**src/rtl/operand_sweep_ctrl.sv**
```systemverilog
// -----------------------------------------------------------------------------
// operand_sweep_ctrl
//
// Sweeps two WIDTH-bit operands exhaustively through a unit under test. B is
// the inner loop and A the outer loop. One pair is presented per accepted
// cycle (valid && ready). A one-cycle done pulse marks the end of the sweep.
//
// Optional feature macro: SWEEP_RESULT_COUNT_EN
//   defined   : a RES_LAT-deep accept-tag pipeline samples resultA/resultB
//               and tallies the ones into onesA/onesB; a DRAIN phase waits
//               for the last result before done.
//   undefined : onesA/onesB read 0, results are ignored, and the sweep goes
//               straight from RUN to DONE after the last accept.
//
// Ports
//   clk              rising-edge clock
//   rst_n            synchronous active-low reset
//   start            begin a sweep (sampled only in IDLE)
//   abort            terminate in any state; wins over start and completion
//   ready            UUT accepts the presented pair when valid is high
//   resultA/resultB  UUT results, valid RES_LAT cycles after the accept
//   inputA/inputB    operands (A outer loop, B inner loop)
//   valid            pair on inputA/inputB is presented
//   busy             high in RUN or DRAIN
//   done             one-cycle completion pulse
//   onesA/onesB      saturating counts of resultA==1 / resultB==1 samples
// -----------------------------------------------------------------------------
module operand_sweep_ctrl #(
    parameter int WIDTH   = 4,
    parameter int RES_LAT = 1
) (
    input  logic             clk,
    input  logic             rst_n,
    input  logic             start,
    input  logic             abort,
    input  logic             ready,
    input  logic             resultA,
    input  logic             resultB,
    output logic [WIDTH-1:0] inputA,
    output logic [WIDTH-1:0] inputB,
    output logic             valid,
    output logic             busy,
    output logic             done,
    output logic [2*WIDTH:0] onesA,
    output logic [2*WIDTH:0] onesB
);
    localparam int PW = 2 * WIDTH;
    localparam int CW = 2 * WIDTH + 1;

    localparam logic [1:0] S_IDLE  = 2'd0;
    localparam logic [1:0] S_RUN   = 2'd1;
    localparam logic [1:0] S_DRAIN = 2'd2;
    localparam logic [1:0] S_DONE  = 2'd3;

`ifdef SWEEP_RESULT_COUNT_EN
    localparam logic [1:0] S_AFTER_RUN = S_DRAIN;
`else
    localparam logic [1:0] S_AFTER_RUN = S_DONE;
`endif

    logic [1:0]    state_q, state_d;
    logic [PW-1:0] pair_q, pair_d;      // {A, B}: a single counter gives the nested-loop order
    logic          valid_q, valid_d;
    logic          busy_q, busy_d;
    logic          done_q, done_d;
    logic          accept;
    logic          last_pair;
    logic          drain_empty;

    assign accept    = (state_q == S_RUN) && valid_q && ready;
    assign last_pair = &pair_q;

`ifdef SWEEP_RESULT_COUNT_EN
    logic [RES_LAT-1:0] tag_q, tag_d;
    logic [CW-1:0]      ones_a_q, ones_a_d;
    logic [CW-1:0]      ones_b_q, ones_b_d;
    logic               tag_out;

    // A tag leaving the pipeline marks the cycle its result is on resultA/B.
    assign tag_out = tag_q[RES_LAT-1];

    always_comb begin
        tag_d    = tag_q << 1;
        tag_d[0] = accept;
        ones_a_d = ones_a_q;
        ones_b_d = ones_b_q;
        if (tag_out && resultA && (ones_a_q != '1)) ones_a_d = ones_a_q + CW'(1);
        if (tag_out && resultB && (ones_b_q != '1)) ones_b_d = ones_b_q + CW'(1);
        if (abort) begin
            tag_d    = '0;
            ones_a_d = ones_a_q;
            ones_b_d = ones_b_q;
        end else if ((state_q == S_IDLE) && start) begin
            ones_a_d = '0;
            ones_b_d = '0;
        end
    end

    // In DRAIN no new tags enter, so an empty next pipeline means the last
    // result is being sampled at this edge.
    assign drain_empty = (tag_d == '0);

    always_ff @(posedge clk) begin
        if (!rst_n) begin
            // NOTE: the tag pipeline is reset, not left to flush: a stale tag
            // would be counted as a result in the next sweep.
            tag_q    <= '0;
            ones_a_q <= '0;
            ones_b_q <= '0;
        end else begin
            tag_q    <= tag_d;
            ones_a_q <= ones_a_d;
            ones_b_q <= ones_b_d;
        end
    end

    assign onesA = ones_a_q;
    assign onesB = ones_b_q;
`else
    logic unused_results;

    assign unused_results = resultA ^ resultB ^ (RES_LAT > 0);
    assign drain_empty    = 1'b1;
    assign onesA          = '0;
    assign onesB          = '0;
`endif

    always_comb begin
        // NOTE: every next-state signal gets a default first so no path
        // through the case leaves it unassigned (which would infer a latch).
        state_d = state_q;
        pair_d  = pair_q;
        valid_d = valid_q;
        case (state_q)
            S_IDLE: begin
                if (start) begin
                    state_d = S_RUN;
                    pair_d  = '0;
                    valid_d = 1'b1;
                end
            end
            S_RUN: begin
                if (accept) begin
                    if (last_pair) begin
                        // Operands keep (max, max) rather than wrapping.
                        state_d = S_AFTER_RUN;
                        valid_d = 1'b0;
                    end else begin
                        pair_d = pair_q + PW'(1);
                    end
                end
            end
            S_DRAIN: begin
                if (drain_empty) state_d = S_DONE;
            end
            S_DONE:  state_d = S_IDLE;
            default: state_d = S_IDLE;
        endcase
        if (abort) begin
            state_d = S_IDLE;
            pair_d  = pair_q;
            valid_d = 1'b0;
        end
        busy_d = (state_d == S_RUN) || (state_d == S_DRAIN);
        done_d = (state_d == S_DONE);
    end

    always_ff @(posedge clk) begin
        if (!rst_n) begin
            state_q <= S_IDLE;
            pair_q  <= '0;
            valid_q <= 1'b0;
            busy_q  <= 1'b0;
            done_q  <= 1'b0;
        end else begin
            // NOTE: non-blocking assignments so every register updates from
            // the same pre-edge values regardless of statement order.
            state_q <= state_d;
            pair_q  <= pair_d;
            valid_q <= valid_d;
            busy_q  <= busy_d;
            done_q  <= done_d;
        end
    end

    assign inputA = pair_q[PW-1:WIDTH];
    assign inputB = pair_q[WIDTH-1:0];
    assign valid  = valid_q;
    assign busy   = busy_q;
    assign done   = done_q;

endmodule

```
**config.mk**
```make
export PLATFORM = sky130hd
export DESIGN_NAME = operand_sweep_ctrl
export DESIGN_NICKNAME = d
export VERILOG_FILES = /design/src/rtl/operand_sweep_ctrl.sv
export SDC_FILE = /design/constraint.sdc
export NUM_CORES = 1
export LEC_CHECK = 0
export CAP_MARGIN = 20
export CORE_ASPECT_RATIO = 1.1
export CORE_MARGIN = 5
export CORE_UTILIZATION = 36
export CTS_BUF_LIST = sky130_fd_sc_hd__clkbuf_16
export DETAILED_ROUTE_END_ITERATION = 8
export PLACE_DENSITY = 0.78
export SLEW_MARGIN = 20
export SYNTH_ARGS = -nofsm -noshare
export SYNTH_HDL_FRONTEND = slang
export SYNTH_SLANG_ARGS = --single-unit
```
**constraint.sdc**
```tcl
create_clock -name clk -period 1.9 [get_ports clk]
set_input_delay 0.285 -clock clk [delete_from_list [all_inputs] [get_ports clk]]
set_output_delay 0.285 -clock clk [all_outputs]
set_load 0.05 [all_outputs]
```
==> results by stage, run 1 <==
Run status:
- The run finished with clean final reports.

Place:
- The half-perimeter wire length of the detailed placement result is 1.267 mm.
- In this run the tool buffered the top-level ports with 15 buffer cells.
- The congestion estimate from routability-driven global placement came to 0.8457.

Timing:
- The final hold slack is 0.4877 ns.
- The share of the cycle needed by the critical path after routing is 96.11%.
- The final critical delay including setup and external delays is 1.826 ns.
- Setup violations remaining at the end of the flow were counted as 0.
- Derived from the worst setup path, the maximum achievable clock frequency is 547.6 MHz.
- At the pin with the least slew margin, the transition time is 0.4975 ns.
- Setup repair after global routing left no endpoint under its margin.
- The total count of max-transition violations in the final report was 0.
- The final hold violation count is 0.
- The worst pin sits at a relative slew slack of 66.73%.
- The clock skew after layout is 0.001198 ns.

Global routing:
- The total global routing overflow is 0.
- The aggregate global-route resource usage is 10.62%.
- The number of antenna violations at the first check in global routing is 0.
- The largest net degree at the start of global routing is 9.
- The via count of the first global-routing pass is 575.
- The first global-routing pass estimated 2.477 mm of wire.

Clock tree:
- The clock input transition at the sequential cells of the worst setup and hold paths is 0.04 ns.
- The count of buffers added by post-CTS timing repair for setup is 0.
- In this run the deepest clock path goes through 2 buffers.
- The clock latency of the later-clocked register in the worst-skew pair is 0.24 ns.
- The CTS H-tree depth is 1.
- The clock tree from TritonCTS is built.
- The buffer cell driving the clock tree root is sky130_fd_sc_hd__clkbuf_16.
- Clock tree synthesis inserted a total of 3 buffers.
- CTS saw 13 sinks.

Die:
- The region available for standard cell placement spans 0.002063 mm².
- The die boundary height is 59.35 µm.
- The floorplan die width is 54.86 µm.
- The initial utilization of the core area, before any placement, comes to 38.63%.
- The total I/O pin count is 36.
- The floorplan step defined a die boundary enclosing 0.003256 mm².
- The cell row count is 17.

Route:
- After detailed routing, the number of vias per cell comes to 4.566.
- The overall routed net length is 1.643 mm.
- After detailed routing, the number of remaining DRC violations is 0.
- Once detail routing completed, the nets flagged for antenna violations numbered 0.
- After detailed routing, the average wire length per cell comes to 11.49 µm.
- The first-iteration detailed-routing DRC count is 8.
- The pre-antenna-repair detailed-routing pass consisted of 4 iterations.
- The detailed-route via count is 653.

Setup path:
- The stage delay of the slowest cell on the critical path is 0.36 ns.
- Counting both buffers and inverters, the worst setup path holds a total of 0.
- STA classifies the critical path startpoint as a flop.
- The largest fanout on the critical path is 4.
- The gate family responsible for the most delay along the worst path is simple AND/OR/NAND/NOR gates.
- The worst setup path is captured at a flop.
- Traced cell by cell, the critical path runs through ha_1 > and2_1 > nand4_1 > o31ai_1 > and2_1 > ha_1 > and2_1.
- Among the stages of the critical path, the cell type that occurs most often is sky130_fd_sc_hd__and2_1.
- The worst register-to-register path has a setup slack of 0.07 ns.
- The critical path required time is 2.03 ns.
- The category of the most critical setup path is flop to flop.
- Data on the critical path arrives at its endpoint at 1.96 ns.
- The terminus of the critical flop-to-flop path is busy.
- The critical path starts at pair_q[0].
- The number of cell instances on the worst register-to-register path is 7.
- On the critical path, the stage with the largest delay is an instance of sky130_fd_sc_hd__dfxtp_4.
- The critical register-to-register path startpoint is pair_q[0].

Finish:
- The library cells used most frequently in the layout, excluding fill and tap cells, are 18 x sky130_fd_sc_hd__conb_1, 15 x sky130_fd_sc_hd__clkdlybuf4s50_1, 8 x sky130_fd_sc_hd__nor2_1, 8 x sky130_fd_sc_hd__buf_4, 7 x sky130_fd_sc_hd__dfxtp_2.
- The library cell used most frequently in the layout, excluding fill and tap cells, is sky130_fd_sc_hd__conb_1.
- The number of antenna repair diodes is 0.
- The post-route netlist has 27.83% of its cells at a drive strength greater than 1.
- Compared with the post-synthesis result, the final layout area differs by 38.15%.
- The end-of-flow core utilization is 53.37%.
- The layout has 204 filler cells.
- The net total in the final layout is 127.

Pwr:
- The total power is 850.7 µW.
- The power per cell area is 772.6 mW/mm².
- In this run the static leakage power is 0.4593 nW.
- The worst ir drop on vdd is 0.5567 mV.

Synthesis:
- The average footprint of a synthesized cell is 8.955 µm².
- Counting distinct cell types in the post-synthesis netlist gives 27.
- The fraction of the yosys area taken by sequential cells is 32.65%.
- The post-synthesis cell area is 797.0 µm².
- The gate count of the mapped netlist is 89.
- For this run, the number of Yosys warnings is 0.
- The number of storage elements in the synthesis netlist is 13.

Min path:
- The min-delay analysis places its worst path in the category flop to flop.
- In this run the most critical hold path is launched from pair_q[6].
- The worst hold endpoint is pair_q[6].
- The worst hold path was traced through 2 stages.

Job:
- The tool flagged a number of max-cap violations equal to 0.
==> cell usage after synthesis (all sizes together) <==
master	number	area (µm²)
o31ai	3	22.52
nand3	4	20.02
and3	2	12.51
dfxtp	13	260.3
and2	6	37.54
nand3b	1	7.510
conb	1	3.750
a21oi	1	5.000
and4	1	8.760
nand2b	1	6.260
buf	18	135.1
inv	3	11.26
a2111oi	1	27.53
a211o	1	10.01
nand4	4	25.02
a211oi	1	7.510
xor2	6	52.55
o2111a	1	11.26
nor2b	1	6.260
nor2	9	36.29
o21ai	2	10.00
nand2	4	22.52
or4	1	7.510
ha	4	50.05
==> cell families after synthesis <==
kind of cell	Yosys count	synth area share (%)
adders and majority gates	4	6.280
buffers and inverters	21	18.37
other	1	0.4705
xor gates and xnor gates	6	6.593
AOI/OAI and AO/OA	10	11.77
and+or+nand+nor	34	23.86
DFF	13	32.65
==> registers in the layout, summed over array words and instances, names as in the netlist <==
signal   flops
pair_q       8
done         1
busy         1
state_q      2
valid        1
==> through the flow <==
step           setup WS, ns  setup TNS (ns)  instance area [µm²]  instances
6_report            0.07397               0                 1101        143
5_1_grt            0.009905               0                 1101        143
4_1_cts             0.01657               0                 1070        143
3_5_place_dp       -0.09389         -0.1626                985.9        139
3_3_place_gp       -0.06442        -0.06442                985.9        139
2_1_floorplan       -0.1004         -0.1004                875.8        106
==> layer usage <==
| metal | vias up | GRT usage, % | part of all wire (%) |
|---|---|---|---|
| li1 | 323 | - | - |
| met5 | - | 0 | 0 |
| met1 | 304 | 10.71 | 36 |
| met2 | 24 | 19.09 | 54 |
| met4 | 0 | 4.270 | 1.1 |
| met3 | 2 | 3.778 | 8.2 |
==> worst min-delay path, delay by kind of cell, from the launching register on <==
kind               cells  cell delay (ns)
DFF                    1             0.33
AOI/OAI and AO/OA      2             0.11
==> how the worst max path moves through the flow <==
stage	endpoint	slack, ns	cells after the start
2_1_floorplan	busy	-0.10	7
3_3_place_gp	pair_q[6]	-0.06	6
3_5_place_dp	pair_q[6]	-0.09	6
4_1_cts	busy	0.02	8
5_1_grt	busy	0.01	7
6_report	busy	0.07	7
==> area by class of cell <==
class                           instances  area, µm²  share of cell area [%]
Multi-Input combinational cell         72      489.2                   44.43
Tap cell                               28      35.03                   3.182
Clock inverter                          1      3.754                  0.3409
Clock buffer                            3      75.07                   6.818
Sequential cell                        13      276.5                   25.11
Inverter                                3      11.26                   1.023
Timing Repair Buffer                   23      210.2                   19.09
==> report_power, final <==
group | internal [mW] | switching (mW)
combinational | 0.0467 | 0.132
clock | 0.277 | 0.112
sequential | 0.278 | 0.00475
total | 0.602 | 0.248
==> what timing repair did <==
action                     CTS  global route
resized for setup            2             9
cloned                       0             0
setup endpoints to repair    2             4
pin swaps                    0             2
hold buffers                 0             0
Power figures use the tool's default switching activity.
==> run 2, diff against run 1 <==
--- a/config.mk
+++ b/config.mk
@@ -16,3 +16,4 @@
 export SYNTH_ARGS = -nofsm -noshare
 export SYNTH_HDL_FRONTEND = slang
 export SYNTH_SLANG_ARGS = --single-unit
+export TNS_END_PERCENT = 50
==> results of run 2 <==
The final DEF is identical to that of run 1; final timing and power are the same.
==> RTL edit: new RTL, flow settings as in run 1 <==
Change the parameter `WIDTH` from 4 to 3.
--- a/src/rtl/operand_sweep_ctrl.sv
+++ b/src/rtl/operand_sweep_ctrl.sv
@@ -26,7 +26,7 @@
 //   onesA/onesB      saturating counts of resultA==1 / resultB==1 samples
 // -----------------------------------------------------------------------------
 module operand_sweep_ctrl #(
-    parameter int WIDTH   = 4,
+    parameter int WIDTH   = 3,
     parameter int RES_LAT = 1
 ) (
     input  logic             clk,
Ports: changed (resized inputA, inputB, onesA and onesB); port bits go from 36 to 30. The function was not compared with the original's and may differ.
==> RTL edit against run 1 <==
- worst setup slack better by 0.031 ns
- cell area is 11% lower
- cell count is 7.7% lower
- wire length is 0.18% lower
- sequential cell count is 2 lower
- total power is 9.1% lower
- synthesized area is 8.2% lower
- sequential power is 16% lower
- highest routed layer unchanged
==> RTL edit: results (changes against run 1) <==
logic_synthesis:
  synth.area.top_cells: "dfxtp_1 (30%), buf_4 (15%), ha_1 (6.8%), mux2i_1 (4.1%), nor2_1 (3.1%)"  # was dfxtp_1 (33%), buf_4 (17%), xor2_1 (6.6%), ha_1 (6.3%), and2_1 (4.7%)
  ys_types: 31  # was 27
  seq_area_frac_synth_pct: 30.09  # was 32.65%
  syn_avg_cell_area_um2: 8.611  # was 8.955 um2
  synth_common_cells: "buf_4 (15), dfxtp_1 (11), nor2_1 (6)"  # was buf_4 (18), dfxtp_1 (13), nor2_1 (8)
global_routing:
  grt_use_total_pct: 11.79  # was 10.62%
  grt_pass1_wl_um: 2635  # was 2477 um
  met2_usage_pct: 18.97  # was 19.09%
  grt_util_met1_pct: 13.27  # was 10.71%
  grt_max_degree: 11  # was 9
  grtUsageMet3_pct: 3.394  # was 3.778%
  grt_pass1_vias: 635  # was 575
setup_path:
  slowest_stage: "or4_4"  # was dfxtp_4
  cpPeakStageDelay_ns: 0.49  # was 0.36 ns
  rrSetupSlack_ns: 0.11  # was 0.07 ns
  cp_max_fo: 8  # was 4
  cp_top_family: "simple AND/OR/NAND/NOR gates"  # unchanged
  critPathLaunch: "state_q[0]"  # was pair_q[0]
layout:
  n_fill_cell: 201  # was 204
  top_regs: "pair_q: 6 flops, state_q: 2 flops"  # was pair_q: 8 flops, state_q: 2 flops
  drive_above_1_share_pct: 22.12  # was 27.83%
  nets: 116  # was 127
  fin_cells: 132  # was 143
placement:
  place_ws_ns: -0.07095  # was -0.09389 ns
  hpwl_um: 1223  # was 1267 um
  gp_congestion: 0.8086  # was 0.8457
  dpl_cell_area_um2: 865.8  # was 985.9 um2
  portBuffers: 13  # was 15
drt:
  drt-initial-drc-count: 18  # was 8
  routed.top_layer: "met4"  # unchanged
  wl_met1_um: 650  # was 599 um
  wl_met3_um: 121  # was 135 um
  finalWirelength_um: 1640  # was 1643 um
  num_vias: 644  # was 653
  wl_met2_um: 825  # was 890 um
power_and_ir_drop:
  ir_worst_vdd_mv: 0.4146  # was 0.5567 mV
  p_leak_nw: 0.4010  # was 0.4593 nW
  p_int_mw: 0.5501  # was 0.6022 mW
timing:
  clock_skew_ns: 0.005271  # was 0.001198 ns
  final.period_utilization_pct: 94.46  # was 96.11%
outcome:
  status: "completed"  # unchanged
[RTL edit: cell types whose count changed after synthesis, sizes merged, moves of 2 or more]
cell,run 1,this run
and2,6,3
buf,18,16
clkbuf,0,2
dfxtp,13,11
mux2i,0,3
nand3,4,2
nand4,4,0
nand4b,0,2
nor2,9,6
nor4,0,2
o31a,0,2
or3,0,2
xor2,6,0
[RTL edit: how the worst min path moves through the flow]
| stage | from | end | cells after the start | slack [ns] |
|---|---|---|---|---|
| final | pair_q[1] | pair_q[1] | 2 | 0.50 |
| after global routing | pair_q[4] | pair_q[4] | 2 | 0.51 |
| after CTS | pair_q[1] | pair_q[1] | 2 | 0.49 |
| after detailed placement | pair_q[4] | pair_q[4] | 2 | 0.49 |
| after global placement | pair_q[4] | pair_q[4] | 2 | 0.47 |
| after floorplan | start | valid | 2 | 0.48 |
[RTL edit: repair_timing]
action                                  in CTS  in global routing
endpoints found under the setup margin       0                  7
buffers inserted                             0                  1
gates resized for setup                      0                  9
[RTL edit: logic make-up after synthesis]
group           synth area share [%]
flops                          30.09
simple gates                   25.30
mux                            4.103
fa+ha+maj                      6.838
compound gates                 13.16
other cells                   0.5123
buf+inv                        20.00
[RTL edit: final cells by class]
type	instances	area [um2]	share of cell area [%]
Sequential cell	11	230.2	23.38
Inverter	4	15.01	1.525
Clock inverter	1	3.754	0.3812
Tap cell	28	35.03	3.558
Timing Repair Buffer	20	182.7	18.55
Clock buffer	3	75.07	7.624
Multi-Input combinational cell	65	442.9	44.98
[RTL edit: power by group through the flow]
stage	logic, mW	clock network, mW	registers [mW]
floorplan	0.121	0	0.253
global placement	0.134	0	0.243
detailed placement	0.137	0	0.244
CTS	0.138	0.397	0.239
global route	0.152	0.411	0.240
finish	0.143	0.391	0.239
